<file path="src/rtl/uart_rx_core.sv">
// UART receiver core: 2-flop synchroniser, 3-sample majority vote, 8N1 deserialiser with valid/ready hold.
// Optional parity bit (even/odd via PARITY_ODD) and parity_err output when UART_RX_PARITY_EN is defined.
module uart_rx_core #(
   parameter int SAMPLE_RATE = 24,
   parameter int MID_TICK    = SAMPLE_RATE / 2
`ifdef UART_RX_PARITY_EN
   ,
   parameter int PARITY_ODD  = 0
`endif
) (
   input  logic       clk,
   input  logic       rstb,
   input  logic       rx_clk_en,
   input  logic       rxd,
   output logic [7:0] rx_data,
   output logic       rx_valid,
   input  logic       rx_ready,
   output logic       frame_err,
   output logic       rx_overrun,
   output logic       rx_busy
`ifdef UART_RX_PARITY_EN
   ,
   output logic       parity_err
`endif
);

   localparam int TW = $clog2(SAMPLE_RATE);

   // tcnt holds the index of the most recent tick, so a tick with tcnt_q == k is tick k+1.
   localparam logic [TW-1:0] LAST_T   = TW'(SAMPLE_RATE - 1);
   localparam logic [TW-1:0] CAP_A_T  = TW'(MID_TICK - 2);
   localparam logic [TW-1:0] CAP_B_T  = TW'(MID_TICK - 1);
   localparam logic [TW-1:0] DECIDE_T = TW'(MID_TICK);

`ifdef UART_RX_PARITY_EN
   typedef enum logic [2:0] {
      S_IDLE, S_START, S_DATA, S_PARITY, S_STOP, S_WAIT_IDLE
   } state_t;
`else
   typedef enum logic [2:0] {
      S_IDLE, S_START, S_DATA, S_STOP, S_WAIT_IDLE
   } state_t;
`endif

   function automatic logic maj3(input logic a, input logic b, input logic c);
      return (a & b) | (a & c) | (b & c);
   endfunction

   state_t          state_q, state_d;
   logic            sync1_q, sync2_q;
   logic            rxs;
   logic [TW-1:0]   tcnt_q, tcnt_d;
   logic [2:0]      bcnt_q, bcnt_d;
   logic [7:0]      shreg_q, shreg_d;
   logic            va_q, va_d;
   logic            vb_q, vb_d;
   logic [7:0]      rx_data_q, rx_data_d;
   logic            rx_valid_q, rx_valid_d;
   logic            frame_err_q, frame_err_d;
   logic            overrun_q, overrun_d;
   logic            decide;
   logic            vote;
   logic            byte_ok;
`ifdef UART_RX_PARITY_EN
   logic            par_bit_q, par_bit_d;
   logic            parity_err_q, parity_err_d;

   function automatic logic parity_good(input logic [7:0] d, input logic p);
      return ((^d) ^ p) == PARITY_ODD[0];
   endfunction
`endif

   assign rxs    = sync2_q;
   assign decide = rx_clk_en && (tcnt_q == DECIDE_T);
   assign vote   = maj3(va_q, vb_q, rxs);

`ifdef UART_RX_PARITY_EN
   assign byte_ok = parity_good(shreg_q, par_bit_q);
`else
   assign byte_ok = 1'b1;
`endif

   always_comb begin
      state_d     = state_q;
      tcnt_d      = tcnt_q;
      bcnt_d      = bcnt_q;
      shreg_d     = shreg_q;
      va_d        = va_q;
      vb_d        = vb_q;
      rx_data_d   = rx_data_q;
      rx_valid_d  = (rx_valid_q && rx_ready) ? 1'b0 : rx_valid_q;
      frame_err_d = 1'b0;
      overrun_d   = 1'b0;
`ifdef UART_RX_PARITY_EN
      par_bit_d    = par_bit_q;
      parity_err_d = 1'b0;
`endif

      if (rx_clk_en) begin
         tcnt_d = (tcnt_q == LAST_T) ? '0 : tcnt_q + 1'b1;
         if (tcnt_q == CAP_A_T) va_d = rxs;
         if (tcnt_q == CAP_B_T) vb_d = rxs;
      end

      case (state_q)
         S_IDLE: begin
            if (rx_clk_en && !rxs) begin
               state_d = S_START;
               tcnt_d  = '0;
            end
         end
         S_START: begin
            if (decide) begin
               if (vote) begin
                  state_d = S_IDLE;
               end else begin
                  state_d = S_DATA;
                  bcnt_d  = 3'd0;
               end
            end
         end
         S_DATA: begin
            if (decide) begin
               shreg_d = {vote, shreg_q[7:1]};
               bcnt_d  = bcnt_q + 3'd1;
               if (bcnt_q == 3'd7) begin
`ifdef UART_RX_PARITY_EN
                  state_d = S_PARITY;
`else
                  state_d = S_STOP;
`endif
               end
            end
         end
`ifdef UART_RX_PARITY_EN
         S_PARITY: begin
            if (decide) begin
               par_bit_d = vote;
               state_d   = S_STOP;
            end
         end
`endif
         S_STOP: begin
            if (decide) begin
`ifdef UART_RX_PARITY_EN
               parity_err_d = !byte_ok;
`endif
               if (vote) begin
                  if (byte_ok) begin
                     // A consumer read in the same cycle frees the holding register for this byte.
                     if (!rx_valid_q || rx_ready) begin
                        rx_data_d  = shreg_q;
                        rx_valid_d = 1'b1;
                     end else begin
                        overrun_d = 1'b1;
                     end
                  end
                  state_d = S_IDLE;
               end else begin
                  frame_err_d = 1'b1;
                  state_d     = S_WAIT_IDLE;
               end
            end
         end
         S_WAIT_IDLE: begin
            if (rx_clk_en && rxs) state_d = S_IDLE;
         end
         default: state_d = S_IDLE;
      endcase
   end

   always_ff @(posedge clk or negedge rstb) begin
      if (!rstb) begin
         state_q     <= S_IDLE;
         sync1_q     <= 1'b1;
         sync2_q     <= 1'b1;
         tcnt_q      <= '0;
         bcnt_q      <= 3'd0;
         rx_data_q   <= 8'h00;
         rx_valid_q  <= 1'b0;
         frame_err_q <= 1'b0;
         overrun_q   <= 1'b0;
`ifdef UART_RX_PARITY_EN
         parity_err_q <= 1'b0;
`endif
      end else begin
         state_q     <= state_d;
         sync1_q     <= rxd;
         sync2_q     <= sync1_q;
         tcnt_q      <= tcnt_d;
         bcnt_q      <= bcnt_d;
         rx_data_q   <= rx_data_d;
         rx_valid_q  <= rx_valid_d;
         frame_err_q <= frame_err_d;
         overrun_q   <= overrun_d;
`ifdef UART_RX_PARITY_EN
         parity_err_q <= parity_err_d;
`endif
      end
   end

   // Sample and shift storage is only meaningful once a frame is under way.
   always_ff @(posedge clk) begin
      shreg_q <= shreg_d;
      va_q    <= va_d;
      vb_q    <= vb_d;
`ifdef UART_RX_PARITY_EN
      par_bit_q <= par_bit_d;
`endif
   end

   assign rx_data    = rx_data_q;
   assign rx_valid   = rx_valid_q;
   assign frame_err  = frame_err_q;
   assign rx_overrun = overrun_q;
   assign rx_busy    = (state_q != S_IDLE);
`ifdef UART_RX_PARITY_EN
   assign parity_err = parity_err_q;
`endif

endmodule

</file>
<file path="config.mk">
export PLATFORM = sky130hd
export DESIGN_NAME = uart_rx_core
export DESIGN_NICKNAME = d
export VERILOG_FILES = /design/src/rtl/uart_rx_core.sv
export SDC_FILE = /design/constraint.sdc
export NUM_CORES = 1
export LEC_CHECK = 0
export CAP_MARGIN = 20
export CORE_ASPECT_RATIO = 1.75
export CORE_MARGIN = 2
export CORE_UTILIZATION = 44
export CTS_BUF_LIST = sky130_fd_sc_hd__clkbuf_4 sky130_fd_sc_hd__clkbuf_8
export CTS_CLUSTER_DIAMETER = 120
export CTS_CLUSTER_SIZE = 20
export DETAILED_ROUTE_END_ITERATION = 10
export PLACE_DENSITY_LB_ADDON = 0.15
export SETUP_SLACK_MARGIN = 0.2
export SYNTH_ARGS = -nofsm -noshare
export SYNTH_HDL_FRONTEND = slang
export SYNTH_SLANG_ARGS = --single-unit
</file>
<file path="constraint.sdc">
create_clock -name clk -period 2.3 [get_ports clk]
set_input_delay 0.23 -clock clk [delete_from_list [all_inputs] [get_ports clk]]
set_output_delay 0.23 -clock clk [all_outputs]
set_load 0.02 [all_outputs]
</file>
# Word-level counts from Yosys, hierarchy flattened
# Index checks and enable logic that the tools add are counted.
dict set report classes {
  bitwise_logic 5
  eq_ne 16
  addsub 2
  mux 29
  reduce_logical 16
}
# op n
set ops {}
lappend ops {{$mux W3} 10}
lappend ops {{$mux W5} 4}
lappend ops {{$eq A5 B4 Y1 const B} 3}
lappend ops {{$pmux W3 S5} 1}
lappend ops {{$ne A2 B2 Y1 const B} 7}
lappend ops {{$mux W1} 12}
lappend ops {{$reduce_and A4 Y1} 2}
lappend ops {{$eq A3 B2 Y1 const B} 2}
lappend ops {{$eq A3 B3 Y1 const B} 2}
lappend ops {{$pmux W3 S2} 1}
lappend ops {{$reduce_and A2 Y1} 3}
lappend ops {{$reduce_and A6 Y1} 1}
lappend ops {{$add A5 B1 Y5 const B} 1}
lappend ops {{$eq A5 B5 Y1 const B} 1}
lappend ops {{$logic_and A1 B1 Y1} 4}
lappend ops {{$add A3 B1 Y3 const B} 1}
lappend ops {{$and A1 B1 Y1} 3}
lappend ops {{$eq A3 B1 Y1 const B} 1}
lappend ops {{$logic_not A3 Y1} 1}
lappend ops {{$reduce_bool A3 Y1} 1}
lappend ops {{$logic_not A1 Y1} 2}
lappend ops {{$mux W2} 1}
lappend ops {{$or A1 B1 Y1} 2}
lappend ops {{$reduce_bool A2 Y1} 1}
lappend ops {{$logic_or A1 B1 Y1} 1}
dict set report word_totals {
  elab_cells 80
  regBits 34
  input_bits 5
  output_inout_bits 12
}

# Depth between registers and ports, before layout
# Gate-level depths: netlist of the first run.
dict set report logic_depth {
  ltp_word 6
  ltp_mapped 6
  depth_no_buf 5
}

# Worst setup path before layout of the first run
# No wires, ideal clock.
dict set report synth_path {
  kind {flip-flop to flip-flop}
  start {register tcnt_q[0]}
  end {register shreg_q[0] (enable)}
  path_buffers 1
  stages_incl_launch_ff 7
  synth_period_minus_slack_ps 1890
  arrival_ps 1519
  setup_time_ps 370
  path_slack_ps 410
  required_ps 1930
  path_cell_list {dfrtp_1 -> inv_1 -> ha_1 -> and3b_1 -> clkbuf_1 -> nand2_1 -> nor2_1}
}
dict set report synth_via {
  elab_chain_cells 3
}
# item line
set synth_lines {}
lappend synth_lines {{from (decl)} 52} ;# logic [TW-1:0] tcnt_q, tcnt_d;
lappend synth_lines {{from (signal assigned)} 190} ;# tcnt_q <= tcnt_d;
lappend synth_lines {{$eq A5 B4 Y1} 74} ;# assign decide = rx_clk_en && (tcnt_q == DECIDE_T);
lappend synth_lines {{$logic_and A1 B1 Y1} 74}
lappend synth_lines {{$reduce_and A2 Y1 (no source line)} --}
lappend synth_lines {{to (signal assigned)} 204} ;# shreg_q <= shreg_d;
lappend synth_lines {{to (decl)} 54} ;# logic [7:0] shreg_q, shreg_d;
# No other way between the ends.
# A chain may end at the register's enable or synchronous reset.

# Worst setup path in the final report of the first run
dict set report layout_path {
  start {register state_q[0]}
  end {output rx_busy}
}
dict set report layout_via {
  elab_chain_cells 1
}
# item line
set layout_lines {}
lappend layout_lines {{from (decl)} 49} ;# state_t state_q, state_d;
lappend layout_lines {{from (signal assigned)} 187} ;# state_q <= state_d;
lappend layout_lines {{$reduce_bool A3 Y1} 216} ;# assign rx_busy = (state_q != S_IDLE);
lappend layout_lines {{to (decl)} 20} ;# output logic rx_busy
# No other way between the ends.

==> results of run 1 <==
==> synth_stat cells, drive strengths merged, types with 3 or more instances <==
cell type	instances
a211o	3
a21oi	5
buf	3
dfrtp	22
edfxtp	10
ha	6
inv	5
mux2	8
nand2	6
nand2b	6
nand3	9
nand4b	3
nor2	6
o311ai	3
==> metrics by stage <==
step | hold WS [ps] | utilization (%) | total power (uW)
2_1_floorplan | -65.6 | - | 1360
3_3_place_gp | 346 | 52.6 | 1590
3_5_place_dp | 352 | 52.6 | 1630
4_1_cts | 301 | 56.1 | 2210
5_1_grt | 337 | 56.1 | 2310
6_report | 294 | 56.1 | 2190
==> final timing paths <==
kind                            slack (ps)       start    endpoint  depth (start not counted)
worst min-delay path                   290        rstb   tcnt_q[3]                          2
worst max register to register         450   tcnt_q[0]  rx_data[6]                          5
min in group clk                       340         rxd     sync1_q                          1
max in group asynchronous             1720        rstb         rxs                          2
worst max-delay path                   310  state_q[0]     rx_busy                          2
worst min register to register         360     sync1_q         rxs                          0
==> cell type report <==
cell class              instances  area, sq um
fillers                       315         1490
flip-flops and latches         34          905
multi-input cells              78          618
repair buffers                 20          190
clock buffers                   7         90.1
well taps                      45         56.3
clock inverters                 1         30.0
inverters                       5         18.8
==> power by group through the flow <==
stage	Combinational, uW	Sequential, uW	Clock, uW
2_1_floorplan	384	973	0
3_3_place_gp	653	938	0
3_5_place_dp	678	949	0
4_1_cts	677	939	595
5_1_grt	731	971	614
6_report	671	940	579
==> logic make-up after synthesis <==
kind of cell / Yosys count / synth area share (%)
buffers and inverters: 10 / 3.57
DFF: 34 / 57.3
and+or+nand+nor: 45 / 17.2
muxes: 10 / 8.88
AOI/OAI and AO/OA: 16 / 7.61
adders and majority gates: 7 / 5.47
==> registers in the layout, summed over array words and instances, names as in the netlist <==
signal / cells
rx_valid: 1
rxs: 1
rx_overrun: 1
vb_q: 1
frame_err: 1
rx_data: 8
bcnt_q: 3
tcnt_q: 5
shreg_q: 8
state_q: 3
sync1_q: 1
va_q: 1
==> repair_timing <==
item,CTS,global route
resized for setup,0,1
endpoints found under the setup margin,0,1
setup buffers,0,0
==> layer usage <==
layer / vias up / routed length (um) / GRT usage (%)
met1: 513 / 1170 / 16.6
met3: 11 / 99 / 3.96
met4: 0 / 121 / 11.4
li1: 493 / - / -
met2: 22 / 1520 / 27.6
met5: - / 0 / 0
==> metrics.md, run 1 <==
| Metric | Value |
|---|---|
| First-pass iteration count of the detailed router | 3 |
| Sink Count | 34 |
| Synth async-reset ratio | 70.6% |
| Top FF cell, synth | dfrtp_1 |
| CTS Buffer Depth | 2 |
| Die span in x | 49.3 um |
| Final-report hold violation count | 0 |
| Max Transition Viols Final | 0 |
| Top cell type's share of synthesized area | 34.9% |
| Commonest non-fill, non-tap cells in the layout | 21 x dfrtp_1, 16 x clkdlybuf4s50_1, 10 x edfxtp_1 |
| FP Rows | 28 |
| Mapped Nets | ~130 |
| Fin cells | 190 |
| Fin worst setup slack | 307 ps |
| Sequential area share after synthesis | 57.3% |
| Worst Hold Class | input pin to async pin |
| CTS Buf Count | 5 |
| CTS tree | built |
| Routability congestion estimate | 0.743 |
| CP arrival | 1760 ps |
| Final setup violating endpoints | 0 |
| Commonest non-fill, non-tap cell in the layout | dfrtp_1 |
| Mapped Area | approximately 0.0016 sq mm |
| Routed vias/inst | ~5.5 |
| Max Clock Freq | 0.502 GHz |
| Clock Power Share | 26.5% |
| Initial Utilization | 46.4% |
| Critical Path End Type | primary output |
| First-pass GRT wire length | 4900 um |
| Slew headroom | 75.1% |
| Port bufs | 16 |
| Initial DRC Count | 31 |
| Crit path kind | flop to primary output |
| Largest net degree at the start of global routing | 25 |
| Placeable Area | 0.00340 sq mm |
| Status | complete, no violations |
| Final WL | roughly 2900 um |
| Placed Cells | approximately 180 |
| Flop pwr share | 42.9% |
| Worst skew pair latency | 290 ps |
| Vias in the first global route | 1,041 |
| CP cell instances | or3_1, clkdlybuf4s50_1 |
| Largest fanout on the critical path | 16 |
| Via count | 1,039 |
| I/O pins | 17 |
| Final nets | ~160 |
| Post-synthesis sequential element count | 34 |
| P&R area growth vs syn | 20.9% |
| Synth area leaders | dfrtp_1 35%, edfxtp_1 19%, mux2_4 7.6%, ha_1 4.8%, dfstp_2 3.3% |
| Skew final | 9.13 ps |
| Tightest Pin Transition | 371 ps |
| Internal cell power | 1490 uW |
| Htree depth | 2 |
| DIE HEIGHT | 83.2 um |
| Cells after Synth | between 100 and 150 |
| Startpoint Class | flop |
| Finished Cell Area | 0.00191 sq mm |
| Detail Placement HPWL | 2120 um |
| Pwr/cell area | 1150 mW/mm^2 |
| Placed Instance Area | approximately 0.0018 sq mm |
| Leak | 0.000814 uW |
| Post-route ant nets | 0 |
| Setup slack at placement | 463 ps |
| Syn_area_per_cell | 12.9 sq um |
| Critical Path Max Stage Delay | 560 ps |
| GRT Total Usage | 16.1% |
| Max Cap Viol | 0 |
| N_diodes | 0 |
| Fin crit period | about 2000 ps |
| Root Driver | clkbuf_8 |
| Worst path slowest cell | clkdlybuf4s50_1 |
| EDFF count, synth | 10 |
| Worst EP required | 2070 ps |
| Comb pwr share | 30.6% |
| TNS Setup | 0 ps |
| RSZ-0062 raised after global routing | no |
| Total grt overflow | 0 |
| Buffers and inverters on the worst path | 1 |
| YS warnings | 0 |
| Area leader, netlist | dfrtp_1 |
| Family with the most delay on the worst path | buffers and inverters |
| Clk slew on worst S/H paths | 70 ps |
| Switching share of power | 31.8% |
| Avg WL per Cell | between 15 and 20 um |
| Psw | 695 uW |
| Hold Buf Count CTS | 0 |
| Die area | 0.00410 sq mm |
| Peak supply drop | between 600 and 700 uV |
| Initial antenna violation count | 0 |
| Final period util | between 80 and 90% |
| Remaining DRCs | 0 |
| Count of cell types in the netlist | 34 |
| Ratio of cells with drive above 1 in the final layout | approximately a fifth |
No activity file was read; power rests on OpenSTA's default activity.
==> run 2, diff against run 1 <==
GPL_ROUTABILITY_DRIVEN = 0   (was unset)
==> results of run 2 <==
No change in the layout: final DEF, timing and power equal those of run 1.
